--- src/rtl/ps2_keys_ctl_if.sv ---
// PS/2 key controller bus: raw keyboard pins in, decoded key levels and
// debug byte stream out. The slave side is the controller, the master side
// is whatever drives the pins and consumes the key levels.
interface ps2_keys_ctl_if;
  logic       ps2_clk;
  logic       ps2_data;
  logic       key_space;
  logic       key_left;
  logic       key_right;
  logic [7:0] rx_byte;
  logic       rx_valid;
  logic       rx_err;

  modport master (
    output ps2_clk,
    output ps2_data,
    input  key_space,
    input  key_left,
    input  key_right,
    input  rx_byte,
    input  rx_valid,
    input  rx_err
  );

  modport slave (
    input  ps2_clk,
    input  ps2_data,
    output key_space,
    output key_left,
    output key_right,
    output rx_byte,
    output rx_valid,
    output rx_err
  );
endinterface

--- src/rtl/ps2_keys_ctl.sv ---
// PS/2 keyboard receiver and scan-code set 2 decoder.
// Raw pins are synchronized, the PS/2 clock is glitch filtered, frames are
// assembled on falling filtered-clock edges and make/break sequences are
// turned into held-key levels for space, left and right.
//
// state     | meaning
// ----------+-----------------------------------------------------------
// RX_IDLE   | waiting for a start bit (data=0 on a clock fall)
// RX_DATA   | shifting in 8 data bits, LSB first
// RX_PARITY | capturing the odd-parity bit
// RX_STOP   | checking stop bit and parity, emitting byte or error
module ps2_keys_ctl #(
  parameter int         FILTER_LEN  = 8,
  parameter int         TIMEOUT_CYC = 65_000,
  parameter logic [7:0] SC_SPACE    = 8'h29,
  parameter logic [7:0] SC_LEFT     = 8'h6B,
  parameter logic [7:0] SC_RIGHT    = 8'h74
) (
  input  logic           clk,
  input  logic           rst,
  ps2_keys_ctl_if.slave  bus
);

  localparam int FW = (FILTER_LEN > 1) ? $clog2(FILTER_LEN) : 1;
  localparam int TW = (TIMEOUT_CYC > 1) ? $clog2(TIMEOUT_CYC) : 1;
  localparam logic [FW-1:0] F_LAST  = FW'(FILTER_LEN - 1);
  localparam logic [TW-1:0] TO_LAST = TW'(TIMEOUT_CYC - 1);

  typedef enum logic [1:0] {
    RX_IDLE   = 2'd0,
    RX_DATA   = 2'd1,
    RX_PARITY = 2'd2,
    RX_STOP   = 2'd3
  } rx_state_t;

  logic [1:0]    clk_sync;
  logic [1:0]    data_sync;
  logic          filt;
  logic          filt_q;
  logic [FW-1:0] fcnt;
  logic          bit_ev;
  logic          bit_dat;

  rx_state_t     state;
  logic [2:0]    bit_cnt;
  logic [7:0]    sr;
  logic          par;
  logic [TW-1:0] to_cnt;
  logic [7:0]    rx_byte_q;
  logic          rx_valid_q;
  logic          rx_err_q;

  logic          brk;
  logic          ext;
  logic          key_space_q;
  logic          key_left_q;
  logic          key_right_q;

  // Two-flop synchronizers; both pins idle high so reset them to 1.
  always_ff @(posedge clk) begin
    if (rst) begin
      clk_sync  <= 2'b11;
      data_sync <= 2'b11;
    end else begin
      clk_sync  <= {clk_sync[0], bus.ps2_clk};
      data_sync <= {data_sync[0], bus.ps2_data};
    end
  end

  // Clock filter: follow the synced clock only after FILTER_LEN samples in a row disagree with it.
  always_ff @(posedge clk) begin
    if (rst) begin
      filt   <= 1'b1;
      filt_q <= 1'b1;
      fcnt   <= '0;
    end else begin
      filt_q <= filt;
      if (clk_sync[1] == filt) begin
        fcnt <= '0;
      end else if (fcnt == F_LAST) begin
        filt <= clk_sync[1];
        fcnt <= '0;
      end else begin
        fcnt <= fcnt + 1'b1;
      end
    end
  end

  // A bit is presented on every falling edge of the filtered clock.
  assign bit_ev  = filt_q & ~filt;
  assign bit_dat = data_sync[1];

  // Frame receiver with mid-frame inactivity timeout; strobes are registered.
  always_ff @(posedge clk) begin
    if (rst) begin
      state      <= RX_IDLE;
      bit_cnt    <= '0;
      sr         <= '0;
      par        <= 1'b0;
      to_cnt     <= '0;
      rx_byte_q  <= '0;
      rx_valid_q <= 1'b0;
      rx_err_q   <= 1'b0;
    end else begin
      rx_valid_q <= 1'b0;
      rx_err_q   <= 1'b0;

      if (state == RX_IDLE || bit_ev) begin
        to_cnt <= '0;
      end else begin
        to_cnt <= to_cnt + 1'b1;
      end

      // A bit event in the same cycle as the terminal count wins: it restarts the timer.
      if (state != RX_IDLE && !bit_ev && to_cnt == TO_LAST) begin
        state    <= RX_IDLE;
        rx_err_q <= 1'b1;
      end else if (bit_ev) begin
        case (state)
          RX_IDLE: begin
            if (!bit_dat) begin
              state   <= RX_DATA;
              bit_cnt <= '0;
            end
          end
          RX_DATA: begin
            sr <= {bit_dat, sr[7:1]};
            if (bit_cnt == 3'd7) begin
              state <= RX_PARITY;
            end else begin
              bit_cnt <= bit_cnt + 1'b1;
            end
          end
          RX_PARITY: begin
            par   <= bit_dat;
            state <= RX_STOP;
          end
          RX_STOP: begin
            if ((^{sr, par}) && bit_dat) begin
              rx_byte_q  <= sr;
              rx_valid_q <= 1'b1;
            end else begin
              rx_err_q <= 1'b1;
            end
            state <= RX_IDLE;
          end
          default: state <= RX_IDLE;
        endcase
      end
    end
  end

  // Make/break decoder: prefixes set flags, any other byte is a code that consumes them.
  always_ff @(posedge clk) begin
    if (rst) begin
      brk         <= 1'b0;
      ext         <= 1'b0;
      key_space_q <= 1'b0;
      key_left_q  <= 1'b0;
      key_right_q <= 1'b0;
    end else if (rx_valid_q) begin
      case (rx_byte_q)
        8'hE0: ext <= 1'b1;
        8'hF0: brk <= 1'b1;
        default: begin
          if (rx_byte_q == SC_SPACE) key_space_q <= !brk;
          if (rx_byte_q == SC_LEFT)  key_left_q  <= !brk;
          if (rx_byte_q == SC_RIGHT) key_right_q <= !brk;
          brk <= 1'b0;
          ext <= 1'b0;
        end
      endcase
    end
  end

  // The extended prefix is tracked but arrow and keypad codes are treated alike.
  logic unused_ext;
  assign unused_ext = ext;

  assign bus.rx_byte   = rx_byte_q;
  assign bus.rx_valid  = rx_valid_q;
  assign bus.rx_err    = rx_err_q;
  assign bus.key_space = key_space_q;
  assign bus.key_left  = key_left_q;
  assign bus.key_right = key_right_q;

endmodule

--- src/flat_wrapper.sv ---
// flat-port wrapper written by rule: the top's interface ports become plain ports
module ps2_keys_ctl_flat 
#(
  parameter int         FILTER_LEN  = 8,
  parameter int         TIMEOUT_CYC = 65_000,
  parameter logic [7:0] SC_SPACE    = 8'h29,
  parameter logic [7:0] SC_LEFT     = 8'h6B,
  parameter logic [7:0] SC_RIGHT    = 8'h74
)
  (clk, rst, bus_ps2_clk, bus_ps2_data, bus_key_space, bus_key_left, bus_key_right, bus_rx_byte, bus_rx_valid, bus_rx_err);
  ps2_keys_ctl_if bus_i ();
  input  logic clk;
  input  logic rst;
  input wire logic [$bits(bus_i.ps2_clk)-1:0] bus_ps2_clk;
  input wire logic [$bits(bus_i.ps2_data)-1:0] bus_ps2_data;
  output wire logic [$bits(bus_i.key_space)-1:0] bus_key_space;
  output wire logic [$bits(bus_i.key_left)-1:0] bus_key_left;
  output wire logic [$bits(bus_i.key_right)-1:0] bus_key_right;
  output wire logic [$bits(bus_i.rx_byte)-1:0] bus_rx_byte;
  output wire logic [$bits(bus_i.rx_valid)-1:0] bus_rx_valid;
  output wire logic [$bits(bus_i.rx_err)-1:0] bus_rx_err;
  assign bus_i.ps2_clk = bus_ps2_clk;
  assign bus_i.ps2_data = bus_ps2_data;
  assign bus_key_space = bus_i.key_space;
  assign bus_key_left = bus_i.key_left;
  assign bus_key_right = bus_i.key_right;
  assign bus_rx_byte = bus_i.rx_byte;
  assign bus_rx_valid = bus_i.rx_valid;
  assign bus_rx_err = bus_i.rx_err;
  ps2_keys_ctl #(.FILTER_LEN(FILTER_LEN), .TIMEOUT_CYC(TIMEOUT_CYC), .SC_SPACE(SC_SPACE), .SC_LEFT(SC_LEFT), .SC_RIGHT(SC_RIGHT)) u_core (.clk(clk), .rst(rst), .bus(bus_i));
endmodule
--- config.mk ---
export PLATFORM = sky130hd
export DESIGN_NAME = ps2_keys_ctl_flat
export DESIGN_NICKNAME = d
export VERILOG_FILES = /design/src/rtl/ps2_keys_ctl_if.sv /design/src/rtl/ps2_keys_ctl.sv /design/src/flat_wrapper.sv
export SDC_FILE = /design/constraint.sdc
export NUM_CORES = 1
export LEC_CHECK = 0
export CORE_MARGIN = 2
export CORE_UTILIZATION = 29
export CTS_CLUSTER_DIAMETER = 60
export DETAILED_ROUTE_END_ITERATION = 16
export DONT_BUFFER_PORTS = 1
export PLACE_DENSITY = 0.45
export SLEW_MARGIN = 20
export SYNTH_ARGS = -nofsm -noshare
export SYNTH_HDL_FRONTEND = slang
export SYNTH_SLANG_ARGS = --single-unit
--- constraint.sdc ---
create_clock -name clk -period 1.65 [get_ports clk]
set_input_delay 0.165 -clock clk [delete_from_list [all_inputs] [get_ports clk]]
set_output_delay 0.165 -clock clk [all_outputs]
set_load 0.01 [all_outputs]
==> results of run 1 <==
## worst reg2reg max path: cells and delay by family (launching register included)
| family | cells | cell delay [ps] |
|---|---|---|
| muxes | 2 | 550 |
| xor gates and xnor gates | 2 | 600 |
| DFF | 1 | 350 |
## power by group through the flow
stage,Combinational [W],Sequential [W],Clock (W)
6_report,0.0000291,0.00129,0.000921
5_1_grt,0.0000330,0.00129,0.000990
4_1_cts,0.0000290,0.00129,0.000957
3_5_place_dp,0.0000142,0.00132,0
3_3_place_gp,0.0000143,0.00132,0
2_1_floorplan,0.0000199,0.00132,0
## sequential cells by signal, indices dropped and copies added (netlist names), 2 cells and up
signal and count:
u_core.sr 8, u_core.bit_cnt 3, u_core.fcnt 3, u_core.bus.rx_byte 8
u_core.state 2, u_core.clk_sync 2, u_core.to_cnt 16, u_core.data_sync 2
## layer usage
layer	global-route usage	vias to the layer above
met3	0.0289	2
met5	0	-
li1	-	922
met1	0.145	797
met4	0.0302	0
met2	0.178	13
## logic make-up after synthesis
| logic type | synth area share |
|---|---|
| simple gates | 0.249 |
| flops | 0.453 |
| compound gates | 0.0534 |
| mux | 0.0918 |
| xor+xnor | 0.0715 |
| buf+inv | 0.0288 |
| fa+ha+maj | 0.0534 |
## final timing paths
| kind | slack, ps | end | cells past startpoint | startpoint |
|---|---|---|---|---|
| max | 60 | u_core.bus.rx_byte[0] | 4 | u_core.sr[2] |
| min | 80 | u_core.fcnt[2] | 2 | rst |
| max reg2reg | 60 | u_core.bus.rx_byte[0] | 4 | u_core.sr[2] |
| min reg2reg | 420 | u_core.clk_sync[1] | 1 | u_core.clk_sync[0] |
## stage by stage
step                       util  TNS (ps)  setup WS (ps)  hold slack (ps)
after global placement    0.340         0           69.3              239
after detailed placement  0.340         0           37.7              240
final                     0.367         0           61.0             81.2
after CTS                 0.359         0           19.6             74.0
after global routing      0.367     -8.68          -5.08             97.1
after floorplan               -         0           37.1              269
## synth_stat cells, drive strengths merged (2+ instances only)
master / number
xnor3: 2
mux2i: 20
nand2: 33
xnor2: 10
nor4: 4
o21ai: 5
and2: 5
nand4: 6
nor2: 24
ha: 10
nor3b: 2
nor2b: 2
inv: 7
or3: 6
clkbuf: 7
nand3: 9
a21oi: 10
nor4bb: 2
or2: 8
dfxtp: 53
nor3: 8
xor2: 4
## repair_timing
action	in CTS	in global routing
hold endpoints to repair	25	0
hold buffers	3	0
gates resized for setup	0	18
setup buffers	0	1
endpoints found under the setup margin	0	15
## cell type report
cell class	instances	area, um^2	share of cell area
clock buffer	7	86.3	0.0303
tap	102	128	0.0448
multi-input combinational	183	1260	0.443
inverter	8	30.0	0.0105
sequential	53	1070	0.375
timing repair buffer	30	245	0.0860
clock inverter	1	30.0	0.0105
==> results.py, run 1 <==
metrics = {
    "timing": {
        "final-setup-viol-count": 0,
        "max-slew-margin-rel": 0.334,
        "hold_viol": 0,
        "period_needed_ps": 1590,
        "worst_pin_slew_ps": 995,
        "min_period_over_period": 0.963,
        "clock-skew-final_ps": 8.22,
        "fmax_mhz": 629,
        "timing.final.max_slew_violations": 0,
    },
    "floorplan": {
        "initial_utilization": 0.302,
        "die-height_um": 93.9,
        "std_cell_rows": 32,
        "io-pin-count": 17,
        "dieWidth_um": 93.9,
        "core_area_mm2": 0.00777,
        "floorplan.die_area_mm2": 0.00882,
    },
    "worst_setup_path": {
        "critical_path_max_stage_delay_ps": 450,
        "critical_path_peak_fanout": 8,
        "worst_setup_path_start_kind": "register",
        "critical_path.endpoint_type": "register",
        "crit_arrival_ps": 1790,
        "cp_slowest_cell": "sky130_fd_sc_hd__xnor3_1",
        "worstPathCellList": "xor2_1, xnor3_1, mux2_4, mux2i_1",
        "timing.critical_path.buf_inv": 0,
        "criticalPathCategory": "reg -> reg",
        "critical_path_rt_ps": 1850,
        "cp_top_family": "XOR/XNOR gates",
    },
    "min_path": {
        "worstHoldPathType": "in -> reg",
    },
    "route": {
        "via_count": 1734,
        "drc": 0,
        "met3WireLength_um": 137,
        "routed_wire_length_per_instance_um": 11.9,
        "detail_route.wirelength_mm": 4.58,
        "m1WireLength_mm": 2.33,
        "met2RoutedLength_mm": 2.09,
        "via_density_per_instance": 4.52,
        "route.top_layer_used": "met4",
        "drt_iter0_markers": 46,
        "first_pass_iters": 4,
        "ant_nets": 0,
    },
    "layout": {
        "n_fill_cell": 827,
        "area_growth_pct": 21.6,
        "final-instance-count-excl-fill": 384,
        "ratio_of_cells_with_drive_above_1_in_the_final_layout": 0.223,
        "finish.instance_area_mm2": 0.00285,
        "num-nets-final": 295,
        "antenna_cells": 0,
        "layout.cells.most_common_list": "47 x sky130_fd_sc_hd__dfxtp_1, 33 x sky130_fd_sc_hd__nand2_1, 26 x sky130_fd_sc_hd__buf_4, 24 x sky130_fd_sc_hd__nor2_1, 20 x sky130_fd_sc_hd__mux2i_1",
        "layout_commonest_cell": "sky130_fd_sc_hd__dfxtp_1",
    },
    "place": {
        "gp_congestion": 0.734,
        "count_of_placed_standard_cells_including_taps": 372,
        "place_hpwl_mm": 3.27,
        "port_buffers": 0,
        "instance_area_at_placement_mm2": 0.00264,
    },
    "grt": {
        "first_global_vias": 1671,
        "antenna_found_initial": 0,
        "global_route.usage.total": 0.110,
        "grt_pass1_wl_mm": 7.80,
        "gr-total-overflow": 0,
        "pin_count_of_the_biggest_net_entering_global_routing": 26,
    },
    "pwr": {
        "power_switching_w": 0.000448,
        "seq_power_share": 0.575,
        "peakVddDrop_v": 0.000310,
        "post-layout-total-power_w": 0.00224,
        "clockPowerShare": 0.412,
        "p_int_w": 0.00179,
        "sw_frac_of_total": 0.200,
        "power-per-cell-area_mw_per_mm2": 785,
        "power_frac_comb": 0.013,
        "power.leakage_nw": 1.06,
    },
    "synth": {
        "yosys_warnings": 0,
        "post_synthesis_cell_count": 252,
        "synth_area_mm2": 0.00234,
        "ys.flop_type": "sky130_fd_sc_hd__dfxtp_1",
        "syn_nets": 266,
        "post_synth_main_area_contributors": "sky130_fd_sc_hd__dfxtp_1 45%, sky130_fd_sc_hd__mux2i_1 8.5%, sky130_fd_sc_hd__ha_1 5.3%",
        "synth_seq_area_share": 0.453,
        "synth-edff-count": 0,
        "synth-seq-cells": 53,
        "synth-async-reset-ratio": 0,
        "post-synth-top-area-fraction": 0.453,
        "yosys_cell_types": 38,
        "avgSynthCellArea_um2": 9.30,
        "synth_top_cell_by_area": "sky130_fd_sc_hd__dfxtp_1",
    },
    "clock_network": {
        "cts-htree-levels": 2,
        "cts.path.max_buffers": 2,
        "cts_root_buf": "sky130_fd_sc_hd__clkbuf_8",
        "cts_buffers": 5,
        "cts.clk_slew.worst_paths_ps": 100,
        "clock_latency_ps": 300,
        "tritoncts": "done",
        "cts.sinks": 53,
    },
    "run": {
        "cap_viol_max_count": 0,
    },
    "outcome": {
        "run_status": "finished, final reports clean",
    },
}
Power figures use the tool's default switching activity.
==> run 2, diff against run 1 <==
--- a/config.mk
+++ b/config.mk
@@ -5,7 +5,7 @@
 export SDC_FILE = /design/constraint.sdc
 export NUM_CORES = 1
 export LEC_CHECK = 0
-export CORE_MARGIN = 2
+export CORE_MARGIN = 4
 export CORE_UTILIZATION = 29
 export CTS_CLUSTER_DIAMETER = 60
 export DETAILED_ROUTE_END_ITERATION = 16
==> results.py, run 2 (same netlist as run 1, synthesis figures left out) <==
metrics = {
    "layout": {
        "largest_register_ffs": 16,
        "multi_input_area_mm2": 0.00128,
        "area_growth_pct": 22.6,
        "ratio_of_cells_with_drive_above_1_in_the_final_layout": 0.259,
        "n_fill_cell": 827,
        "largest-register": "u_core.to_cnt",
        "finish.instance_area_mm2": 0.00288,
        "num-nets-final": 299,
        "post-route-util": 0.368,
        "antenna_cells": 0,
        "register_area_mm2": 0.00108,
        "layout_commonest_cell": "sky130_fd_sc_hd__dfxtp_1",
        "layout.cells.most_common_list": "42 x sky130_fd_sc_hd__dfxtp_1, 32 x sky130_fd_sc_hd__nand2_1, 29 x sky130_fd_sc_hd__buf_4, 24 x sky130_fd_sc_hd__nor2_1, 20 x sky130_fd_sc_hd__mux2i_1",
    },
    "pwr": {
        "power_frac_comb": 0.015,
        "sw_frac_of_total": 0.223,
        "clockPowerShare": 0.357,
        "power_switching_w": 0.000456,
        "seq_power_share": 0.629,
        "p_int_w": 0.00159,
        "peakVddDrop_v": 0.000420,
        "power.leakage_nw": 1.07,
        "power-per-cell-area_mw_per_mm2": 710,
    },
    "floorplan": {
        "dieWidth_um": 97.9,
        "initial_utilization": 0.300,
        "std_cell_rows": 32,
        "floorplan.die_area_mm2": 0.00959,
        "core_area_mm2": 0.00781,
        "die-height_um": 97.9,
        "io-pin-count": 17,
    },
    "route": {
        "drc": 0,
        "via_density_per_instance": 4.64,
        "met2RoutedLength_mm": 2.13,
        "met3WireLength_um": 165,
        "detail_route.wirelength_mm": 4.65,
        "routed_wire_length_per_instance_um": 12.0,
        "m1WireLength_mm": 2.29,
        "drt_iter0_markers": 37,
        "via_count": 1802,
        "ant_nets": 0,
        "route.top_layer_used": "met4",
        "first_pass_iters": 4,
    },
    "worst_setup_path": {
        "critical_path_rt_ps": 1840,
        "crit_arrival_ps": 1800,
        "criticalPathCategory": "reg -> reg",
        "critical_path_peak_fanout": 8,
        "critical_path.endpoint_type": "register",
        "worst_setup_path_start_kind": "register",
    },
    "timing": {
        "fmax_mhz": 624,
        "hold_viol": 0,
        "max-slew-margin-rel": 0.380,
        "grt_setup_unrepaired": "yes",
        "min_period_over_period": 0.971,
        "final-setup-viol-count": 0,
        "whs_ps": 68.4,
        "worst_pin_slew_ps": 927,
        "clock-skew-final_ps": 9.37,
        "tns_ps": 0,
        "period_needed_ps": 1600,
        "timing.final.max_slew_violations": 0,
    },
    "clock_network": {
        "cts_buffers": 5,
        "cts.clk_slew.worst_paths_ps": 100,
        "cts.sinks": 53,
        "cts-htree-levels": 2,
        "tritoncts": "done",
        "cts_root_buf": "sky130_fd_sc_hd__clkbuf_8",
        "cts.path.max_buffers": 2,
        "clock_latency_ps": 310,
    },
    "grt": {
        "gr-total-overflow": 0,
        "grt_pass1_wl_mm": 8.06,
        "antenna_found_initial": 0,
        "first_global_vias": 1673,
        "global_route.usage.total": 0.101,
        "pin_count_of_the_biggest_net_entering_global_routing": 25,
    },
    "min_path": {
        "worstHoldPathType": "in -> reg",
    },
    "run": {
        "cap_viol_max_count": 0,
    },
    "outcome": {
        "run_status": "finished, final reports clean",
    },
    "place": {
        "place_hpwl_mm": 3.30,
        "port_buffers": 0,
        "gp_congestion": 0.730,
        "instance_area_at_placement_mm2": 0.00265,
    },
}
-- run 2: cell types whose count changed in the layout (fill, tap and decap cells not counted), sizes merged --
cell         delta
clkbuf          -2
clkinv          +2
bufinv          -1
dlygate4sd3     +1
buf             +3
clkinvlp        +1
-- run 2: layout make-up --
type                            instances  area share
Tap cell                              102      0.0444
Multi-Input combinational cell        183       0.444
Inverter                                8      0.0104
Sequential cell                        53       0.375
Timing Repair Buffer                   34      0.0966
Clock buffer                            5      0.0239
Clock inverter                          3     0.00609
-- run 2: what timing repair did --
| action | in CTS | in global routing |
|---|---|---|
| endpoints found under the setup margin | 0 | 18 |
| hold buffers | 4 | 0 |
| hold endpoints to repair | 25 | 0 |
| resized for setup | 0 | 26 |
| setup buffers | 0 | 3 |
-- run 2: power by group through the flow --
stage                     clock, W  combinational (W)  sequential, W
after global placement           0          0.0000138        0.00132
after detailed placement         0          0.0000140        0.00132
after CTS                 0.000770          0.0000296        0.00129
after floorplan                  0          0.0000199        0.00132
final                     0.000728          0.0000298        0.00128
after global routing      0.000813          0.0000346        0.00129
-- run 2: worst paths after layout --
check / from / end / slack (ps) / cells after the start
max: u_core.par / u_core.bus.rx_byte[0] / 50 / 4
min: rst / u_core.fcnt[2] / 70 / 2
max reg2reg: u_core.par / u_core.bus.rx_byte[0] / 50 / 4
min reg2reg: u_core.data_sync[0] / u_core.data_sync[1] / 410 / 1
-- run 2: per-layer routing --
layer,vias up,GRT usage
met4,0,0.0319
met1,841,0.132
met2,18,0.161
met3,6,0.0279
li1,937,-
met5,-,0
-- run 2: worst max-delay path, cell delays in order, from the launching register on --
cell and delay [ps]:
sky130_fd_sc_hd__dfxtp_2 350, sky130_fd_sc_hd__xnor2_2 150, sky130_fd_sc_hd__xnor3_1 460, sky130_fd_sc_hd__mux2_4 400
sky130_fd_sc_hd__mux2i_1 140
-- run 2: through the flow --
stage / worst slack [ps] / instances / power, W
global route: -41.7 / 388 / 0.00213
global placement: 0.472 / 373 / 0.00133
CTS: 0.977 / 385 / 0.00209
finish: 47.4 / 388 / 0.00204
detailed placement: 34.0 / 373 / 0.00133
floorplan: 37.1 / 252 / 0.00134
==> run 3, diff against run 2 <==
--- a/config.mk
+++ b/config.mk
@@ -6,11 +6,12 @@
 export NUM_CORES = 1
 export LEC_CHECK = 0
 export CORE_MARGIN = 4
-export CORE_UTILIZATION = 29
+export CORE_UTILIZATION = 47
 export CTS_CLUSTER_DIAMETER = 60
 export DETAILED_ROUTE_END_ITERATION = 16
 export DONT_BUFFER_PORTS = 1
-export PLACE_DENSITY = 0.45
+export PLACE_DENSITY = 0.63
+export SETUP_SLACK_MARGIN = 0.05
 export SLEW_MARGIN = 20
 export SYNTH_ARGS = -nofsm -noshare
 export SYNTH_HDL_FRONTEND = slang
==> constraint.sdc (replaced) <==
create_clock -name clk -period 1.9 [get_ports clk]
set_input_delay 0.19 -clock clk [delete_from_list [all_inputs] [get_ports clk]]
set_output_delay 0.19 -clock clk [all_outputs]
set_load 0.01 [all_outputs]
==> results.py, run 3 (same netlist as run 1, synthesis figures left out) <==
metrics = {
    "route": {
        "via_count": 1670,
        "routed_wire_length_per_instance_um": 12.5,
        "detail_route.wirelength_mm": 4.07,
        "drt_iter0_markers": 46,
        "ant_nets": 0,
        "via_density_per_instance": 5.14,
        "drc": 0,
        "first_pass_iters": 4,
    },
    "pwr": {
        "sw_frac_of_total": 0.213,
        "post-layout-total-power_w": 0.00180,
        "power.leakage_nw": 0.917,
        "p_int_w": 0.00142,
        "clockPowerShare": 0.367,
        "power-per-cell-area_mw_per_mm2": 707,
        "peakVddDrop_v": 0.000400,
        "power_switching_w": 0.000384,
        "power_frac_comb": 0.014,
        "seq_power_share": 0.619,
    },
    "floorplan": {
        "initial_utilization": 0.490,
        "floorplan.die_area_mm2": 0.00618,
        "die-height_um": 78.6,
        "std_cell_rows": 25,
        "core_area_mm2": 0.00479,
        "io-pin-count": 17,
        "dieWidth_um": 78.6,
    },
    "clock_network": {
        "cts.sinks": 53,
        "cts_buffers": 5,
        "cts-htree-levels": 2,
        "post_cts_setup_inserts": 0,
        "tritoncts": "done",
        "cts.clk_slew.worst_paths_ps": 90,
        "cts_root_buf": "sky130_fd_sc_hd__clkbuf_8",
        "cts.path.max_buffers": 2,
        "clock_latency_ps": 310,
    },
    "grt": {
        "grt_pass1_wl_mm": 7.16,
        "gr-total-overflow": 0,
        "pin_count_of_the_biggest_net_entering_global_routing": 26,
        "antenna_found_initial": 0,
        "first_global_vias": 1546,
        "global_route.usage.total": 0.145,
    },
    "timing": {
        "grt_setup_unrepaired": "yes",
        "worst_pin_slew_ps": 902,
        "period_needed_ps": 1710,
        "min_period_over_period": 0.898,
        "max-slew-margin-rel": 0.396,
        "clock-skew-final_ps": 10.2,
        "tns_ps": 0,
        "hold_viol": 0,
        "fmax_mhz": 586,
        "final-setup-viol-count": 0,
        "timing.final.max_slew_violations": 0,
    },
    "layout": {
        "post-route-util": 0.533,
        "ratio_of_cells_with_drive_above_1_in_the_final_layout": 0.101,
        "largest-register": "u_core.to_cnt",
        "layout.cells.most_common_list": "53 x sky130_fd_sc_hd__dfxtp_1, 33 x sky130_fd_sc_hd__nand2_1, 24 x sky130_fd_sc_hd__nor2_1, 20 x sky130_fd_sc_hd__mux2i_1",
        "area_growth_pct": 8.80,
        "num-nets-final": 271,
        "layout_commonest_cell": "sky130_fd_sc_hd__dfxtp_1",
        "largest_register_ffs": 16,
        "antenna_cells": 0,
    },
    "worst_setup_path": {
        "criticalPathCategory": "reg -> reg",
        "critical_path.endpoint_type": "register",
        "worst_setup_path_start_kind": "register",
        "critical_path_rt_ps": 2130,
        "crit_arrival_ps": 1940,
        "setup.reg_to_reg.worst_slack_ps": 190,
        "critical_path_peak_fanout": 7,
    },
    "place": {
        "gp_congestion": 0.801,
        "port_buffers": 0,
        "place_hpwl_mm": 2.84,
    },
    "min_path": {
        "worstHoldPathType": "in -> reg",
    },
    "outcome": {
        "run_status": "finished, final reports clean",
    },
    "run": {
        "cap_viol_max_count": 0,
    },
}
[run 3: cell count changes in the layout (fill, tap and decap cells not counted), moves of 2 or more]
cell                      change
sky130_fd_sc_hd__ha_1         +2
sky130_fd_sc_hd__dfxtp_1     +11
sky130_fd_sc_hd__xnor2_1      +2
sky130_fd_sc_hd__dfxtp_2     -10
sky130_fd_sc_hd__buf_4       -26
sky130_fd_sc_hd__xnor2_2      -2
sky130_fd_sc_hd__ha_2         -2
[run 3: worst paths after layout]
path,from,end,cells after the start
worst max-delay path,u_core.state[1],u_core.bit_cnt[0],6
worst min-delay path,rst,u_core.fcnt[1],2
worst max register to register,u_core.state[1],u_core.bit_cnt[0],6
worst min register to register,u_core.data_sync[0],u_core.data_sync[1],1
[run 3: timing repair]
action / CTS / global route
gates resized for setup: 0 / 2
hold endpoints to repair: 25 / 0
hold buffers: 3 / 0
endpoints found under the setup margin: 0 / 3
[run 3: metal layers]
layer / vias up / wire length [um] / GRT usage / part of all wire
li1: 880 / - / - / -
met1: 767 / 2030 / 0.192 / 0.50
met2: 18 / 1830 / 0.226 / 0.45
met3: 5 / 156 / 0.0413 / 0.038
met4: 0 / 58 / 0.0524 / 0.014
met5: - / 0 / 0 / 0
[run 3: power groups by stage]
stage               logic (W)  clock network (W)  registers (W)
detailed placement  0.0000116                  0        0.00114
floorplan           0.0000173                  0        0.00114
finish              0.0000244           0.000662        0.00112
CTS                 0.0000241           0.000682        0.00112
global placement    0.0000116                  0        0.00114
global route        0.0000286           0.000728        0.00112
[run 3: layout make-up]
cell class / count / area, um^2
Fill cell: 447 / 2230
Multi-Input combinational cell: 183 / 1230
Sequential cell: 53 / 1060
Tap cell: 67 / 83.8
Clock buffer: 6 / 82.6
Timing Repair Buffer: 6 / 52.6
Inverter: 8 / 30.0
Clock inverter: 2 / 13.8
[run 3: worst max-delay path, cell delays in order, from the launching register on]
cell	delay, ps
sky130_fd_sc_hd__dfxtp_1	380
sky130_fd_sc_hd__inv_1	100
sky130_fd_sc_hd__ha_1	270
sky130_fd_sc_hd__nand2_1	100
sky130_fd_sc_hd__o2111ai_2	160
sky130_fd_sc_hd__or3b_2	500
sky130_fd_sc_hd__a21oi_1	120
[run 3: metrics by stage]
step / setup slack, ps / area, um^2 / hold slack, ps / cells
detailed placement: 159 / 2410 / 264 / 314
finish: 194 / 2550 / 108 / 325
CTS: 134 / 2540 / 96.3 / 325
global route: 50.5 / 2550 / 121 / 325
global placement: 176 / 2410 / 263 / 314
floorplan: 287 / 2340 / 294 / 252
==> RTL change 1: new RTL, settings of run 1 <==
`FILTER_LEN` is set to 8 in 2 places; all go to 16.
--- a/src/rtl/ps2_keys_ctl.sv
+++ b/src/rtl/ps2_keys_ctl.sv
@@ -12,3 +12,3 @@
 module ps2_keys_ctl #(
-  parameter int         FILTER_LEN  = 8,
+  parameter int         FILTER_LEN  = 16,
   parameter int         TIMEOUT_CYC = 65_000,
--- a/src/flat_wrapper.sv
+++ b/src/flat_wrapper.sv
@@ -3,3 +3,3 @@
 #(
-  parameter int         FILTER_LEN  = 8,
+  parameter int         FILTER_LEN  = 16,
   parameter int         TIMEOUT_CYC = 65_000,
Formal check against the unedited RTL: no difference found for any inputs over 10 cycles, from zero or initial values and one cycle with rst high; that may be too few to reach the edited logic, so the function may still have changed.
==> RTL change 1 against run 1 <==
  * Cell count increased by 3.4%
  * Synthesized cell count shrank 0.40%
  * Routed wire length is 1.6% higher
  * Synthesized area grew 2.1%
  * Sequential cell count up 1
  * Power is 0.93% lower
  * Critical path depth is 1 higher
  * Setup slack lost 23 ps
  * Final area increased by 6.3%
==> RTL change 1: results (changes against run 1) <==
Status - complete, no violations (unchanged)
Nets - 305 (was 295)
Critical R2R Capture - u_core.bus.rx_valid$_SDFF_PP0_ (was u_core.bus.rx_byte[0]$_SDFFE_PP0P_)
Via count - 1,768 (was 1,734)
Post-synth top cells - 54 x dfxtp_1, 27 x nor2_1, 19 x mux2i_1, 17 x nand2b_1, 16 x nand2_1 (was 53 x dfxtp_1, 33 x nand2_1, 24 x nor2_1, 20 x mux2i_1)
Synth Area in Adders - 4.70% (was 5.34%)
Hold Startpoint - rst (unchanged)
Synth area leaders - dfxtp_1 45%, mux2i_1 7.9%, xnor2_1 4.8% (was dfxtp_1 45%, mux2i_1 8.5%, ha_1 5.3%)
Xor/xnor share of the synthesized area - 8.57% (was 7.15%)
Synth Net Count - 264 (was 266)
Port Buf Inserts - 0 (unchanged)
M3 GR Usage - 3.27% (was 2.89%)
1st-iter DRT viols - 38 (was 46)
Static Leak - 1.11 nW (was 1.06 nW)
Dominant synthesized flop cell - dfxtp_1 (unchanged)
Layout cells sized above 1 - 26.4% (was 22.3%)
Post-Route WL - 4660 um (was 4580 um)
GRT Resource Usage Total - 11.0% (about the same)
GR met1 Demand/Resource - 15.1% (was 14.5%)
Yosys cell types - 36 (was 38)
R2R Setup Slk - 40 ps (was 60 ps)
Worst path max stage delay - 490 ps (was 450 ps)
Placer Congestion - 0.740 (was 0.734)
Met2 usage - 16.4% (was 17.8%)
WHS Endpoint - u_core.bus.rx_byte[0]$_SDFFE_PP0P_ (was u_core.fcnt[2]$_SDFF_PP0_)
Worst Max-Slew Pin Slew - 985 ps (was 995 ps)
Final Skew - 13.4 ps (was 8.22 ps)
First-pass GRT wire length - 7770 um (was 7800 um)
Largest net degree at the start of global routing - 27 (was 26)
Hpwl dp - 3170 um (was 3270 um)
Crit-path max FO - 9 (was 8)
Mux contribution to synthesized area - 8.89% (was 9.18%)
Slowest-stage cell, CP - xnor3_2 (was xnor3_1)
Reg-to-reg startpoint - u_core.par$_SDFFE_PP0P_ (was u_core.sr[2]$_SDFFE_PP0P_)
Max VDD drop - 0.370 mV (was 0.310 mV)
Sequential fraction of the synthesis area - 45.2% (was 45.3%)
-- RTL change 1: changes by cell type after synthesis, moves of 2 or more --
| cell | delta |
|---|---|
| nand2_1 | -17 |
| nand2b_1 | +16 |
| and2_1 | -4 |
| nand4_1 | -3 |
| nor2_1 | +3 |
| xnor2_1 | +3 |
| nand3_1 | +2 |
| nand4b_1 | +2 |
| nor3b_1 | -2 |
| nor4bb_1 | -2 |
| or3b_2 | +2 |
| xnor3_1 | -2 |
-- RTL change 1: through the flow --
step	worst slack (ps)	hold slack (ps)	TNS [ps]	cells	cell area (um^2)
floorplan	11.3	269	0	251	2400
detailed placement	-7.76	245	-7.76	384	2780
CTS	11.5	18.4	0	394	2930
finish	37.7	29.6	0	397	3030
global route	-26.8	13.2	-102	397	3030
global placement	-28.7	241	-28.7	384	2780
-- RTL change 1: how the worst max path moves through the flow --
stage / start / endpoint
final: u_core.par$_SDFFE_PP0P_ / u_core.bus.rx_valid$_SDFF_PP0_
after global placement: u_core.to_cnt[0]$_SDFF_PP0_ / u_core.bus.rx_err$_SDFF_PP0_
after floorplan: u_core.sr[2]$_SDFFE_PP0P_ / u_core.bus.rx_byte[0]$_SDFFE_PP0P_
after CTS: u_core.to_cnt[0]$_SDFF_PP0_ / u_core.bus.rx_err$_SDFF_PP0_
after detailed placement: u_core.state[1]$_SDFFE_PP0P_ / u_core.bit_cnt[0]$_SDFFE_PP0P_
after global routing: u_core.bus.rx_byte[3]$_SDFFE_PP0P_ / u_core.bus.key_space$_SDFFE_PP0P_
-- RTL change 1: area by class of cell --
type	count	area, um^2
sequential	54	1090
clock buffer	5	68.8
timing repair buffer	41	328
multi-input combinational	183	1350
fill	840	5060
clock inverter	2	38.8
inverter	7	26.3
tap	105	131
-- RTL change 1: routing by layer --
layer	share of wire, %	wire [um]	up-vias
met4	1.1	49	0
met3	3.1	144	5
met5	0	0	-
met1	51	2370	811
li1	-	-	936
met2	45	2090	16
-- RTL change 1: what timing repair did --
action / CTS / global route
gates cloned: 0 / 0
endpoints found under the setup margin: 2 / 19
setup buffers: 0 / 3
endpoints found under the hold margin: 26 / 0
resized for setup: 5 / 19
pin swaps: 0 / 6
hold buffers: 3 / 0
-- RTL change 1: logic make-up after synthesis --
family,Yosys count
flip-flops,54
multiplexers,20
buffers and inverters,14
AO/OA/AOI/OAI,19
adder cells (fa/ha/maj),9
XOR/XNOR,20
AND/OR/NAND/NOR,115
-- RTL change 1: report_power, final --
group	switching [mW]	internal, mW	total (mW)
registers	0.00247	1.31	1.31
logic	0.0146	0.0157	0.0303
clock network	0.430	0.447	0.877
==> RTL change 2: new RTL, settings of run 1 <==
Without the edit above. The 4 states of `rx_state_t` get a one-hot encoding in 4 bits.
--- a/src/rtl/ps2_keys_ctl.sv
+++ b/src/rtl/ps2_keys_ctl.sv
@@ -28,7 +28,7 @@
 
-  typedef enum logic [1:0] {
-    RX_IDLE   = 2'd0,
-    RX_DATA   = 2'd1,
-    RX_PARITY = 2'd2,
-    RX_STOP   = 2'd3
+  typedef enum logic [3:0] {
+    RX_IDLE   = 4'b0001,
+    RX_DATA   = 4'b0010,
+    RX_PARITY = 4'b0100,
+    RX_STOP   = 4'b1000
   } rx_state_t;
Function: no difference found for any inputs over 10 cycles, from zero or initial values and one cycle with rst high; not proved beyond that.
==> RTL change 2 against run 1 <==
  * The run now ends with negative hold slack, negative setup slack left
  * Hold slack got worse by 160 ps
  * Highest routed layer unchanged
  * Synthesized area rose by 6.1%
  * Sequential share of layout area fell by 2.5 points
  * Sequential cell count rose by 2
  * Non-clock buffer count rose by 21
  * Via count rose by 17%
  * Largest power group unchanged
  * First-iteration DRC count rose by 4.3%
  * Fmax fell by 5.7%
  * Combinational power rose by 36%
  * Final area rose by 12%
  * Routed wire length rose by 17%
  * Count of clock-buffer cells in the layout did not move
  * Setup slack got worse by 96 ps
  * Power fell by 3.8%
  * Largest cell class unchanged
==> RTL change 2: results (changes against run 1) <==
Placer Congestion - 0.766 (was 0.734)
Synth Net Count - 283 (was 266)
Max VDD drop - 0.301 mV (was 0.310 mV)
Worst Max-Slew Pin Slew - 490 ps (was 995 ps)
HP Class - in -> reg (unchanged)
Hpwl dp - 3760 um (was 3270 um)
Dominant synthesized flop cell - dfxtp_1 (unchanged)
GR met1 Demand/Resource - 15.4% (was 14.5%)
Layout cells sized above 1 - 24.5% (was 22.3%)
Met2 usage - 19.1% (was 17.8%)
Dpl ws - -34.0 ps (was 37.7 ps)
Yosys warns - 0 (unchanged)
DR WL met3 - 182 um (was 137 um)
DR vias/cell - 4.77 (was 4.52)
GRT Resource Usage Total - 11.8% (was 11.0%)
Metal2 WL - 2530 um (was 2090 um)
Via count - 2,035 (was 1,734)
1st-iter DRT viols - 48 (was 46)
Clock Pin Slew Worst Setup and Hold Paths - 100 ps (about the same)
Average cell area after synthesis - 9.08 um^2 (was 9.30 um^2)
Crit-path max FO - 4 (was 8)
Synth area leaders - dfxtp_1 44%, nand2_1 5.7%, mux2i_1 4.8% (was dfxtp_1 45%, mux2i_1 8.5%, ha_1 5.3%)
Crit path DAT - 1920 ps (was 1790 ps)
Number of flip-flops in the largest register - 16 (unchanged)
Final setup violating endpoints - 1 (was 0)
EDFF count, synth - 0 (unchanged)
Setup tns final - -35.3 ps (was 0 ps)
Sequential fraction of the synthesis area - 44.3% (was 45.3%)
Clock Tree Buf Depth - 2 (unchanged)
Status - finished with violations (was complete, no violations)
Final Skew - 11.4 ps (was 8.22 ps)
Switching pwr - 0.456 mW (was 0.448 mW)
Largest net degree at the start of global routing - 28 (was 26)
Vias in the first global route - 1,939 (was 1,671)
Nets - 330 (was 295)
Failing checks - negative hold slack, negative setup slack
Fin worst setup slack - -35.3 ps (was 61.0 ps)
Placed cell areas - 2900 um^2 (was 2640 um^2)
WL/cell - 12.5 um (was 11.9 um)
Placed Cells incl. Taps - 407 (was 372)
Met1 WL - 2580 um (was 2330 um)
Fin Hold WS - -83.3 ps (was 81.2 ps)
M3 GR Usage - 3.18% (was 2.89%)
Yosys cell types - 45 (was 38)
Ys async rst share - 0% (unchanged)
Post-synth top cells - 55 x dfxtp_1, 38 x nand2_1, 22 x a21oi_1, 16 x nand3_1, 14 x nor2_1 (was 53 x dfxtp_1, 33 x nand2_1, 24 x nor2_1, 20 x mux2i_1)
Hold Violations, Final - 18 (was 0)
First-pass GRT wire length - 9170 um (was 7800 um)
TritonCTS buffer count - 5 (unchanged)
Largest Register - u_core.to_cnt (unchanged)
Static Leak - 1.08 nW (was 1.06 nW)
Cts hold-fix bufs - 8 (was 3)
==> RTL change 2: worst max-delay path, cell delays in order, from the launching register on <==
cell and delay, ps:
dfxtp_4 370, or4b_4 540, a2bb2oi_2 150, or4_4 420
a21oi_2 130
==> RTL change 2: cell families (layout without fill, tap and decap cells) <==
group,Yosys count,after routing,share of synthesized area [%]
compound gates,41,41,9.26
simple gates,124,124,27.1
flops,55,55,44.3
mux,13,13,5.73
fa+ha+maj,5,5,2.52
buf+inv,18,66,3.07
xor+xnor,18,18,8.05
==> RTL change 2: power by group through the flow <==
stage                     clock (mW)  sequential (mW)  combinational (mW)
after floorplan                    0             1.36              0.0262
after global placement             0             1.37              0.0275
after detailed placement           0             1.37              0.0279
after CTS                      0.823             1.33              0.0388
after global routing           0.872             1.33              0.0439
final                          0.781             1.33              0.0395
==> RTL change 2: layout make-up <==
cell class | count | area [um^2]
tap | 105 | 131
fill | 873 | 5070
clock buffer | 7 | 86.3
inverter | 7 | 26.3
sequential | 55 | 1110
timing repair buffer | 51 | 435
multi-input combinational | 201 | 1390
clock inverter | 1 | 8.76
==> RTL change 2: path summary, 6_finish.rpt <==
kind / start / end / slack, ps / cells after the start
worst min register to register: u_core.to_cnt[0]$_SDFF_PP0_ / u_core.to_cnt[0]$_SDFF_PP0_ / 470 / 1
worst max-delay path: u_core.state[2]$_SDFFE_PP0P_ / u_core.bit_cnt[0]$_SDFFE_PP0P_ / -40 / 4
worst max register to register: u_core.state[2]$_SDFFE_PP0P_ / u_core.bit_cnt[0]$_SDFFE_PP0P_ / -40 / 4
worst min-delay path: rst / u_core.bus.key_left$_SDFFE_PP0P_ / -80 / 1
==> RTL change 2: timing repair <==
item,4_1_cts,5_1_grt
pin swaps,1,8
hold endpoints to repair,24,18
setup buffers,1,3
resized for setup,4,19
setup endpoints to repair,10,27
